### src/rtl/video_src_sched_if.sv
// Signal bundle between the capture sequencer and its neighbours:
// the user key, both vsync sources, the OV2640 controller and the frame-buffer mux.
interface video_src_sched_if;
  logic       key;
  logic       cam_vsync;
  logic       tp_vs;
  logic       config_finished;
  logic       src_sel;
  logic       wr_halt;
  logic       resend;
  logic [9:0] zoom;
  logic       busy;
  logic       drop;
  logic       cfg_err;

  // Sequencer side
  modport slave (
    input  key, cam_vsync, tp_vs, config_finished,
    output src_sel, wr_halt, resend, zoom, busy, drop, cfg_err
  );

  // Environment side (key, sensors, controller)
  modport master (
    output key, cam_vsync, tp_vs, config_finished,
    input  src_sel, wr_halt, resend, zoom, busy, drop, cfg_err
  );
endinterface

### src/rtl/video_src_sched.sv
// Capture front-end sequencer: debounces the user key, decodes short/long
// presses, steps the OV2640 zoom with a sensor resend on short presses, and
// switches the frame-buffer source on frame boundaries on long presses while
// halting frame-buffer writes so no torn frame reaches memory.
//
// Request/done pair towards the OV2640 controller: resend is a level held for
// exactly RESEND_CYCLES cycles (long enough for the slower config clock to
// sample it); completion is a rising edge of config_finished, seen only while
// waiting for it and bounded by CFG_TIMEOUT_MS.
module video_src_sched #(
  parameter int         CLK_HZ         = 27_000_000,
  parameter int         DEBOUNCE_MS    = 20,
  parameter int         LONG_MS        = 500,
  parameter int         RESEND_CYCLES  = 16,
  parameter int         CFG_TIMEOUT_MS = 200,
  parameter int         VS_TIMEOUT_MS  = 100,
  // Power-on zoom value; 0 in normal use
  parameter logic [9:0] ZOOM_INIT      = 10'd0
) (
  input  logic                    I_clk,
  input  logic                    sys_resetn,
  video_src_sched_if.slave        sched_if,
  output logic [2:0]              dbg_state_o
);

  localparam int MS        = CLK_HZ / 1000;
  localparam int DB_CYC    = DEBOUNCE_MS * MS;
  localparam int LONG_CYC  = LONG_MS * MS;
  localparam int CFG_CYC   = CFG_TIMEOUT_MS * MS;
  localparam int VS_CYC    = VS_TIMEOUT_MS * MS;
  localparam int TMR_MAX_A = (CFG_CYC > VS_CYC) ? CFG_CYC : VS_CYC;
  localparam int TMR_MAX_B = (TMR_MAX_A > LONG_CYC) ? TMR_MAX_A : LONG_CYC;
  localparam int TMR_MAX   = (TMR_MAX_B > RESEND_CYCLES) ? TMR_MAX_B : RESEND_CYCLES;
  localparam int TMR_W     = $clog2(TMR_MAX + 1);
  localparam int DB_W      = $clog2(DB_CYC + 1);
  localparam int DUR_W     = $clog2(LONG_CYC + 1);

  localparam logic [TMR_W-1:0] RESEND_LAST = TMR_W'(RESEND_CYCLES - 1);
  localparam logic [TMR_W-1:0] CFG_LAST    = TMR_W'(CFG_CYC - 1);
  localparam logic [TMR_W-1:0] VS_LAST     = TMR_W'(VS_CYC - 1);
  localparam logic [DB_W-1:0]  DB_LAST     = DB_W'(DB_CYC - 1);
  localparam logic [DUR_W-1:0] LONG_SAT    = DUR_W'(LONG_CYC);

  localparam logic [2:0] ST_BOOT      = 3'd0;
  localparam logic [2:0] ST_IDLE      = 3'd1;
  localparam logic [2:0] ST_SW_OLD    = 3'd2;
  localparam logic [2:0] ST_SW_NEW    = 3'd3;
  localparam logic [2:0] ST_CFG_PULSE = 3'd4;
  localparam logic [2:0] ST_CFG_WAIT  = 3'd5;

  // Synchronisers and edge-detect history
  logic key_s1_q, key_s2_q;
  logic cam_s1_q, cam_s2_q, cam_prev_q;
  logic cfg_s1_q, cfg_s2_q, cfg_prev_q;
  logic tp_prev_q;

  // Debounce and press decode
  logic             stable_q;
  logic [DB_W-1:0]  db_cnt_q;
  logic [DUR_W-1:0] dur_q;
  logic             short_ev_q, long_ev_q;

  // Sequencer state
  logic [2:0]       state_q, state_d;
  logic [TMR_W-1:0] tmr_q;
  logic [9:0]       zoom_q, zoom_d;
  logic             src_sel_q, src_sel_d;
  logic             wr_halt_q, wr_halt_d;
  logic             cfg_err_q, cfg_err_d;
  logic             drop_q, drop_d;
  logic             resend_q, busy_q;

  logic pressed;
  logic cam_fall, tp_fall, vs_fall, cfg_rise;
  logic wait_armed;

  assign pressed  = ~key_s2_q;
  assign cam_fall = cam_prev_q & ~cam_s2_q;
  assign tp_fall  = tp_prev_q & ~sched_if.tp_vs;
  // The active vsync follows the current source selection
  assign vs_fall  = src_sel_q ? tp_fall : cam_fall;
  assign cfg_rise = cfg_s2_q & ~cfg_prev_q;
  // The timer reads zero only on the entry cycle; edges there are ignored
  assign wait_armed = (tmr_q != '0);

  // Two-flop synchronisers plus one history register for edge detection
  always_ff @(posedge I_clk or negedge sys_resetn) begin
    if (!sys_resetn) begin
      key_s1_q   <= 1'b1;
      key_s2_q   <= 1'b1;
      cam_s1_q   <= 1'b0;
      cam_s2_q   <= 1'b0;
      cam_prev_q <= 1'b0;
      cfg_s1_q   <= 1'b0;
      cfg_s2_q   <= 1'b0;
      cfg_prev_q <= 1'b0;
      tp_prev_q  <= 1'b0;
    end else begin
      key_s1_q   <= sched_if.key;
      key_s2_q   <= key_s1_q;
      cam_s1_q   <= sched_if.cam_vsync;
      cam_s2_q   <= cam_s1_q;
      cam_prev_q <= cam_s2_q;
      cfg_s1_q   <= sched_if.config_finished;
      cfg_s2_q   <= cfg_s1_q;
      cfg_prev_q <= cfg_s2_q;
      tp_prev_q  <= sched_if.tp_vs;
    end
  end

  // Debounce the key, time the press and emit one-cycle short/long events on release
  always_ff @(posedge I_clk or negedge sys_resetn) begin
    if (!sys_resetn) begin
      stable_q   <= 1'b0;
      db_cnt_q   <= '0;
      dur_q      <= '0;
      short_ev_q <= 1'b0;
      long_ev_q  <= 1'b0;
    end else begin
      short_ev_q <= 1'b0;
      long_ev_q  <= 1'b0;
      if (stable_q && dur_q != LONG_SAT) begin
        dur_q <= dur_q + 1'b1;
      end
      if (pressed != stable_q) begin
        if (db_cnt_q == DB_LAST) begin
          db_cnt_q <= '0;
          stable_q <= pressed;
          if (pressed) begin
            dur_q <= '0;
          end else if (dur_q == LONG_SAT) begin
            long_ev_q <= 1'b1;
          end else begin
            short_ev_q <= 1'b1;
          end
        end else begin
          db_cnt_q <= db_cnt_q + 1'b1;
        end
      end else begin
        db_cnt_q <= '0;
      end
    end
  end

  // Next-state and output decisions for the sequencer
  always_comb begin
    state_d   = state_q;
    zoom_d    = zoom_q;
    src_sel_d = src_sel_q;
    wr_halt_d = wr_halt_q;
    cfg_err_d = cfg_err_q;
    drop_d    = 1'b0;
    case (state_q)
      ST_BOOT: begin
        state_d = ST_CFG_PULSE;
      end
      ST_IDLE: begin
        if (short_ev_q) begin
          zoom_d  = zoom_q + 10'd1;
          state_d = ST_CFG_PULSE;
        end else if (long_ev_q) begin
          wr_halt_d = 1'b1;
          state_d   = ST_SW_OLD;
        end
      end
      ST_SW_OLD: begin
        if ((vs_fall && wait_armed) || tmr_q == VS_LAST) begin
          src_sel_d = ~src_sel_q;
          state_d   = ST_SW_NEW;
        end
      end
      ST_SW_NEW: begin
        if ((vs_fall && wait_armed) || tmr_q == VS_LAST) begin
          wr_halt_d = 1'b0;
          state_d   = src_sel_q ? ST_IDLE : ST_CFG_PULSE;
        end
      end
      ST_CFG_PULSE: begin
        if (tmr_q == RESEND_LAST) begin
          state_d = ST_CFG_WAIT;
        end
      end
      ST_CFG_WAIT: begin
        if (cfg_rise && wait_armed) begin
          state_d = ST_IDLE;
        end else if (tmr_q == CFG_LAST) begin
          cfg_err_d = 1'b1;
          state_d   = ST_IDLE;
        end
      end
      default: begin
        state_d = ST_BOOT;
      end
    endcase
    // Key events arriving outside IDLE are discarded and reported
    if ((short_ev_q || long_ev_q) && state_q != ST_IDLE) begin
      drop_d = 1'b1;
    end
  end

  // State, shared timer (restarts on every state change) and registered outputs
  always_ff @(posedge I_clk or negedge sys_resetn) begin
    if (!sys_resetn) begin
      state_q   <= ST_BOOT;
      tmr_q     <= '0;
      zoom_q    <= ZOOM_INIT;
      src_sel_q <= 1'b0;
      wr_halt_q <= 1'b0;
      cfg_err_q <= 1'b0;
      drop_q    <= 1'b0;
      resend_q  <= 1'b0;
      busy_q    <= 1'b0;
    end else begin
      state_q   <= state_d;
      zoom_q    <= zoom_d;
      src_sel_q <= src_sel_d;
      wr_halt_q <= wr_halt_d;
      cfg_err_q <= cfg_err_d;
      drop_q    <= drop_d;
      resend_q  <= (state_d == ST_CFG_PULSE);
      busy_q    <= (state_d != ST_IDLE);
      if (state_d != state_q) begin
        tmr_q <= '0;
      end else if (tmr_q != '1) begin
        tmr_q <= tmr_q + 1'b1;
      end
    end
  end

  assign sched_if.src_sel = src_sel_q;
  assign sched_if.wr_halt = wr_halt_q;
  assign sched_if.resend  = resend_q;
  assign sched_if.zoom    = zoom_q;
  assign sched_if.busy    = busy_q;
  assign sched_if.drop    = drop_q;
  assign sched_if.cfg_err = cfg_err_q;
  assign dbg_state_o      = state_q;

endmodule

### src/flat_wrapper.sv
// flat-port wrapper written by rule: the top's interface ports become plain ports
module video_src_sched_flat 
#(
  parameter int         CLK_HZ         = 27_000_000,
  parameter int         DEBOUNCE_MS    = 20,
  parameter int         LONG_MS        = 500,
  parameter int         RESEND_CYCLES  = 16,
  parameter int         CFG_TIMEOUT_MS = 200,
  parameter int         VS_TIMEOUT_MS  = 100,
                                         
  parameter logic [9:0] ZOOM_INIT      = 10'd0
)
  (I_clk, sys_resetn, dbg_state_o, sched_if_key, sched_if_cam_vsync, sched_if_tp_vs, sched_if_config_finished, sched_if_src_sel, sched_if_wr_halt, sched_if_resend, sched_if_zoom, sched_if_busy, sched_if_drop, sched_if_cfg_err);
  video_src_sched_if sched_if_i ();
  input  logic I_clk;
  input  logic sys_resetn;
  output logic [2:0] dbg_state_o;
  input wire logic [$bits(sched_if_i.key)-1:0] sched_if_key;
  input wire logic [$bits(sched_if_i.cam_vsync)-1:0] sched_if_cam_vsync;
  input wire logic [$bits(sched_if_i.tp_vs)-1:0] sched_if_tp_vs;
  input wire logic [$bits(sched_if_i.config_finished)-1:0] sched_if_config_finished;
  output wire logic [$bits(sched_if_i.src_sel)-1:0] sched_if_src_sel;
  output wire logic [$bits(sched_if_i.wr_halt)-1:0] sched_if_wr_halt;
  output wire logic [$bits(sched_if_i.resend)-1:0] sched_if_resend;
  output wire logic [$bits(sched_if_i.zoom)-1:0] sched_if_zoom;
  output wire logic [$bits(sched_if_i.busy)-1:0] sched_if_busy;
  output wire logic [$bits(sched_if_i.drop)-1:0] sched_if_drop;
  output wire logic [$bits(sched_if_i.cfg_err)-1:0] sched_if_cfg_err;
  assign sched_if_i.key = sched_if_key;
  assign sched_if_i.cam_vsync = sched_if_cam_vsync;
  assign sched_if_i.tp_vs = sched_if_tp_vs;
  assign sched_if_i.config_finished = sched_if_config_finished;
  assign sched_if_src_sel = sched_if_i.src_sel;
  assign sched_if_wr_halt = sched_if_i.wr_halt;
  assign sched_if_resend = sched_if_i.resend;
  assign sched_if_zoom = sched_if_i.zoom;
  assign sched_if_busy = sched_if_i.busy;
  assign sched_if_drop = sched_if_i.drop;
  assign sched_if_cfg_err = sched_if_i.cfg_err;
  video_src_sched #(.CLK_HZ(CLK_HZ), .DEBOUNCE_MS(DEBOUNCE_MS), .LONG_MS(LONG_MS), .RESEND_CYCLES(RESEND_CYCLES), .CFG_TIMEOUT_MS(CFG_TIMEOUT_MS), .VS_TIMEOUT_MS(VS_TIMEOUT_MS), .ZOOM_INIT(ZOOM_INIT)) u_core (.I_clk(I_clk), .sys_resetn(sys_resetn), .sched_if(sched_if_i), .dbg_state_o(dbg_state_o));
endmodule
### config.mk
export PLATFORM = sky130hd
export DESIGN_NAME = video_src_sched_flat
export DESIGN_NICKNAME = d
export VERILOG_FILES = /design/src/rtl/video_src_sched_if.sv /design/src/rtl/video_src_sched.sv /design/src/flat_wrapper.sv
export SDC_FILE = /design/constraint.sdc
export NUM_CORES = 1
export LEC_CHECK = 0
export CAP_MARGIN = 20
export CORE_ASPECT_RATIO = 0.75
export CORE_MARGIN = 2
export CORE_UTILIZATION = 31
export CTS_CLUSTER_SIZE = 16
export DETAILED_ROUTE_END_ITERATION = 8
export HOLD_SLACK_MARGIN = 0.02
export PLACE_DENSITY = 0.45
export SYNTH_ARGS = -nofsm -noshare
export SYNTH_HDL_FRONTEND = slang
export SYNTH_SLANG_ARGS = --single-unit
### constraint.sdc
create_clock -name I_clk -period 6.5 [get_ports I_clk]
set_input_delay 1.3 -clock I_clk [delete_from_list [all_inputs] [get_ports I_clk]]
set_output_delay 1.3 -clock I_clk [all_outputs]
set_load 0.01 [all_outputs]
==> flow_summary.ini <==
[timing]
tns_ps = 0
rsz0062_at_grt = no
tightest_slew_ps = 794
setup_violations = 0
fmax_ghz = 0.343
post-route-min-period_ps = 2920
period_share = 0.449
slew_violations = 0
hold_viol = 0
fin_worst_skew_ps = 9.27
relSlewSlack = 0.471

[power]
p_comb_frac = 0.136
power_density_nw_per_um2 = 257
vdd_drop_max_uv = 122
sw_frac_of_total = 0.268
power_frac_clock = 0.404
switching_power_uw = 399
p_int_uw = 1090
leakagePower_uw = 0.00246
pwr-share-seq = 0.460

[logic_synthesis]
syn-num-nets = 543
synth_flop_cell = dfrtp_1
synthDistinctLibCells = 55
synth-edff-count = 0
synth_seq_cells = 99
syn_area_per_cell_um2 = 9.41
mappedNetlistArea_um2 = 5000
ys_seq_area_frac = 0.496
syn_inst = 531
yosysWarnings = 0
synthArstFlopShare = 1.00

[global_route]
gr-usage-all-layers = 0.135
antenna_found_initial = 0
grtUsageMet3 = 0.0368
grt_max_degree = 64
use_met1 = 0.202
grt_pass1_vias = 3581
grt.busiest_layer = met1
grt_remaining_overflow = 0
grt_use_met2 = 0.190
grt_pass1_wl_um = 18100

[clock_network]
clkLatencyLatePin_ps = 350
clock_path_buffers = 2
cts_root_buf = clkbuf_16
cts_resized = 0
postCtsSetupBuffers = 0
clkSinkCount = 99
path_clk_slew_ps = 70
holdBufCountCts = 0
cts_tree = built
htreeDepth = 3
cts_buffers = 9

[route]
firstDrtPassIters = 4
routed_wl_um = 10600
drc = 0
drt_iter0_drc = 232
vias = 3709
wl_per_cell_um = 13.8
viasPerCell = 4.82
ant_nets = 0

[worst_hold_path]
hold_end = u_core.cam_s2_q
hold_depth = 0
hold_start = u_core.cam_s1_q
hold_path_class = flip-flop to flip-flop

[critical_path]
reg2reg_from = u_core.tmr_q[17]
required_ps = 5200
worst-setup-path-type = flip-flop to output port
r2r-end = u_core.tmr_q[12]
cp-end-kind = output port
path_cells = clkdlybuf4s50_1
cp_slowest_cell = dfrtp_1
cp_top_family = flip-flops
cp_slowest_stage_delay_ps = 640
crit_arrival_ps = 1620
crit_fanout = 16
reg2reg_depth = 7
ff2ff_setup_slack_ps = 3760
worstSetupStartpointType = flip-flop
critPathBufInv = 1

[run_status]
status = completed

[layout]
drive_gt1_frac = 0.0662
final_common_cell = dfrtp_1
diodes = 0
areaGrowthSynthToFinish_pct = 16.1
layout_common_cells = dfrtp_1 (97), nor2_1 (96), nand2_1 (55)
fin_nets = 566
fin_area_um2 = 5800

[floorplan]
initial_core_util = 0.314
row_count = 40
design.die.area_um2 = 17200
die_w_um = 151
design.core.area_um2 = 15900
die_y_um = 114
pin_count = 25

[placement]
globalplace.congestion = 0.773
hpwl_um = 7340
dpl-instance-area_um2 = 5460
io_buffer_count = 24

[flow_run]
drv_cap = 0
## metal layers
layer	vias to the layer above	wire length [um]
met5	-	0
met1	1791	5690
met2	50	4400
met4	0	127
met3	12	398
li1	1856	-
## power by group through the flow
stage | registers, uW | logic (uW) | clock network, uW
after global placement | 695 | 207 | 0
after floorplan | 679 | 153 | 0
after CTS | 685 | 208 | 627
after detailed placement | 697 | 208 | 0
after global routing | 691 | 233 | 646
final | 685 | 203 | 602
## through the flow
stage / total power [uW] / worst slack, ps / hold slack (ps) / util / instances
CTS: 1520 / 3550 / 361 / 0.365 / 769
global route: 1570 / 3470 / 364 / 0.365 / 769
global placement: 902 / 3250 / 337 / 0.343 / 753
finish: 1490 / 3580 / 357 / 0.365 / 769
floorplan: 833 / 3830 / 331 / - / 531
detailed placement: 905 / 3200 / 350 / 0.343 / 753
## synthesized netlist by cell type, drive strengths merged, types with 5 or more instances
cell	count	area, um^2
nand3b	5	37.5
inv	19	71.3
nand3	28	140
xnor2	34	298
nor4	10	62.6
nand4b	5	43.8
nor3b	5	37.5
nand4	22	138
nor2	96	360
nand2	56	213
a21oi	11	55.1
clkbuf	13	48.8
or4	5	37.5
dfrtp	97	2430
and4	6	52.6
ha	6	75.1
o21ai	10	53.8
xor2	34	298
nor3	14	70.1
and3	11	70.1
## cells by family after synthesis
family	count (synthesis)	share of synthesized area
adders and majority gates	6	0.0150
buffers and inverters	36	0.0296
xor gates and xnor gates	68	0.119
muxes	3	0.00701
and+or+nand+nor	282	0.282
DFF	99	0.496
AOI/OAI and AO/OA	37	0.0503
## worst max-delay path by stage
stage	start	cells past startpoint	endpoint	slack (ps)
after floorplan	sched_if_tp_vs	8	u_core.tmr_q[11]	3830
after global placement	sched_if_tp_vs	9	u_core.tmr_q[1]	3250
after detailed placement	sched_if_tp_vs	9	u_core.tmr_q[16]	3200
after CTS	u_core.dbg_state_o[1]	1	dbg_state_o[1]	3550
after global routing	sched_if_tp_vs	9	u_core.tmr_q[19]	3470
final	u_core.dbg_state_o[1]	1	dbg_state_o[1]	3580
## sequential cells by signal (all words and copies together), names as in the netlist, 3 cells and up
name and cells:
u_core.db_cnt_q 20, u_core.dur_q 24, u_core.tmr_q 24, u_core.sched_if.zoom 10, u_core.dbg_state_o 3
## area by class of cell
cell class	count	area [um^2]
clock buffer	13	270
clock inverter	3	68.8
fill	1612	10100
inverter	19	71.3
multi-input combinational	396	2370
sequential	99	2480
tap	210	263
timing repair buffer	29	275
No activity file was read; power rests on OpenSTA's default activity.
==> variant (same flow settings) <==
`VS_TIMEOUT_MS` is set to 100 in 2 places; all go to 50.
--- a/src/rtl/video_src_sched.sv
+++ b/src/rtl/video_src_sched.sv
@@ -14,5 +14,5 @@
   parameter int         RESEND_CYCLES  = 16,
   parameter int         CFG_TIMEOUT_MS = 200,
-  parameter int         VS_TIMEOUT_MS  = 100,
+  parameter int         VS_TIMEOUT_MS  = 50,
   // Power-on zoom value; 0 in normal use
   parameter logic [9:0] ZOOM_INIT      = 10'd0
--- a/src/flat_wrapper.sv
+++ b/src/flat_wrapper.sv
@@ -7,5 +7,5 @@
   parameter int         RESEND_CYCLES  = 16,
   parameter int         CFG_TIMEOUT_MS = 200,
-  parameter int         VS_TIMEOUT_MS  = 100,
+  parameter int         VS_TIMEOUT_MS  = 50,
                                          
   parameter logic [9:0] ZOOM_INIT      = 10'd0
Function: no difference found for any inputs over 10 cycles, from zero or initial values and one cycle with sys_resetn low; that may be too few to reach the edited logic, so the function may still have changed.
==> variant against the unedited design <==
- sequential cell count did not move
- critical path type is now in2reg
- sequential power barely moved
- final area fell by 2.6%
- global-route usage barely moved
- area after synthesis fell by 2.1%
- wire length fell by 3.0%
- maximum frequency fell by 14%
- critical endpoint is now u_core.tmr_q[22]
- total power fell by 6.2%
- worst setup slack got worse by 0.47 ns
==> variant: results (changes against the unedited design) <==
[power_and_ir_drop]
p_sw_w = 0.0003674  ; -7.9%
max-vdd-ir-drop_v = 0.0001195  ; -1.9%
total_leakage_power_nw = 2.388  ; -3.0%

[detailed_routing]
drtIter0Drc = 216  ; -6.9%
drt-total-wl_mm = 10.30  ; -3.0%
wire_per_inst_um = 13.97  ; +1.2%

[timing]
fin_skew_ns = 0.008618  ; -0.0006533 ns
tightest_slew_ns = 0.9899  ; +0.1958 ns

[outcome]
status = finished clean

[placed_design]
gp_congestion = 0.7671  ; -0.75%
place_inst = 721  ; -4.2%
dpl.hpwl_mm = 7.128  ; -2.9%
io_buffer_count = 24  ; unchanged

[critical_path]
slowest_stage = nand3_1
path_max_fanout = 24  ; +8
critPathMaxStageDelay_ns = 0.75  ; +0.11 ns
critPathArrivalTime_ns = 3.62  ; +2.00 ns

[logic_synthesis]
synth.net_count = 515  ; -5.2%
ys_seq_area_share_pct = 50.72  ; +1.1 points
yosys-top-cells-count = dfrtp_1 (97), nor2_1 (86), xnor2_1 (41)
syn-cell-area_um2 = 4890  ; -2.1%
yosysTopAreaCell = dfrtp_1
synthCells = 503  ; -5.3%
synthDistinctLibCells = 54  ; -1.8%
synth.area.top_cells = dfrtp_1 (50%), xnor2_1 (7.3%), nor2_1 (6.6%), xor2_1 (5.0%), nand3_1 (3.6%)

[cells_and_area]
fin_nets = 539  ; -4.8%

[global_routing]
grt_usage_pct = 13.45  ; -0.025 points
grt_first_pass_wirelength_mm = 17.98  ; -0.91%

variant: power by group through the flow:
stage	Combinational, W	Sequential, W	Clock [W]
floorplan	0.000124	0.000685	0
detailed placement	0.000179	0.000698	0
global route	0.000201	0.000691	0.000585
global placement	0.000178	0.000696	0
CTS	0.000180	0.000686	0.000557
finish	0.000175	0.000686	0.000537
variant: cell families (layout without fill, tap and decap cells):
kind of cell	after synthesis	count (layout)	share of synthesized area (%)
and+or+nand+nor	262	262	27.28
DFF	99	99	50.72
xor gates and xnor gates	69	69	12.36
AOI/OAI and AO/OA	36	36	5.374
buffers and inverters	29	58	2.303
adders and majority gates	6	6	1.535
muxes	2	2	0.4350
variant: cell type report:
type	instances	area, um2
Fill cell	1554	9673
Timing Repair Buffer	26	252.7
Inverter	16	60.06
Clock inverter	2	37.54
Clock buffer	14	254.0
Multi-Input combinational cell	375	2308
Sequential cell	99	2480
Tap cell	205	256.5
variant: path summary, 6_finish.rpt:
kind	from	endpoint	slack (ns)	cells after the start
max in group asynchronous	sys_resetn	u_core.tmr_q[8]	4.40	2
hold reg to reg	u_core.key_s1_q	u_core.key_s2_q	0.36	0
hold / removal	u_core.key_s1_q	u_core.key_s2_q	0.36	0
min in group asynchronous	sys_resetn	u_core.db_cnt_q[10]	0.91	1
setup reg to reg	u_core.tmr_q[11]	u_core.tmr_q[22]	3.50	6
setup / recovery	sched_if_tp_vs	u_core.tmr_q[22]	3.12	7
variant: routing by layer:
metal / GRT usage [%] / up-vias / part of all wire (%)
met5: 0 / - / 0
met4: 5.016 / 0 / 1.3
met3: 3.145 / 14 / 3.7
met2: 19.60 / 57 / 42
met1: 19.47 / 1736 / 53
li1: - / 1783 / -
variant: metrics by stage:
step | area, um2 | power [W]
6_report | 5649 | 0.001397
3_5_place_dp | 5358 | 0.0008769
5_1_grt | 5649 | 0.001477
2_1_floorplan | 4890 | 0.0008092
4_1_cts | 5649 | 0.001422
3_3_place_gp | 5358 | 0.0008744
variant: critical path, delay by kind of cell:
family                 cells  cell delay, ns
AOI/OAI and AO/OA          3            0.67
buffers and inverters      2            0.54
and+or+nand+nor            2            1.12
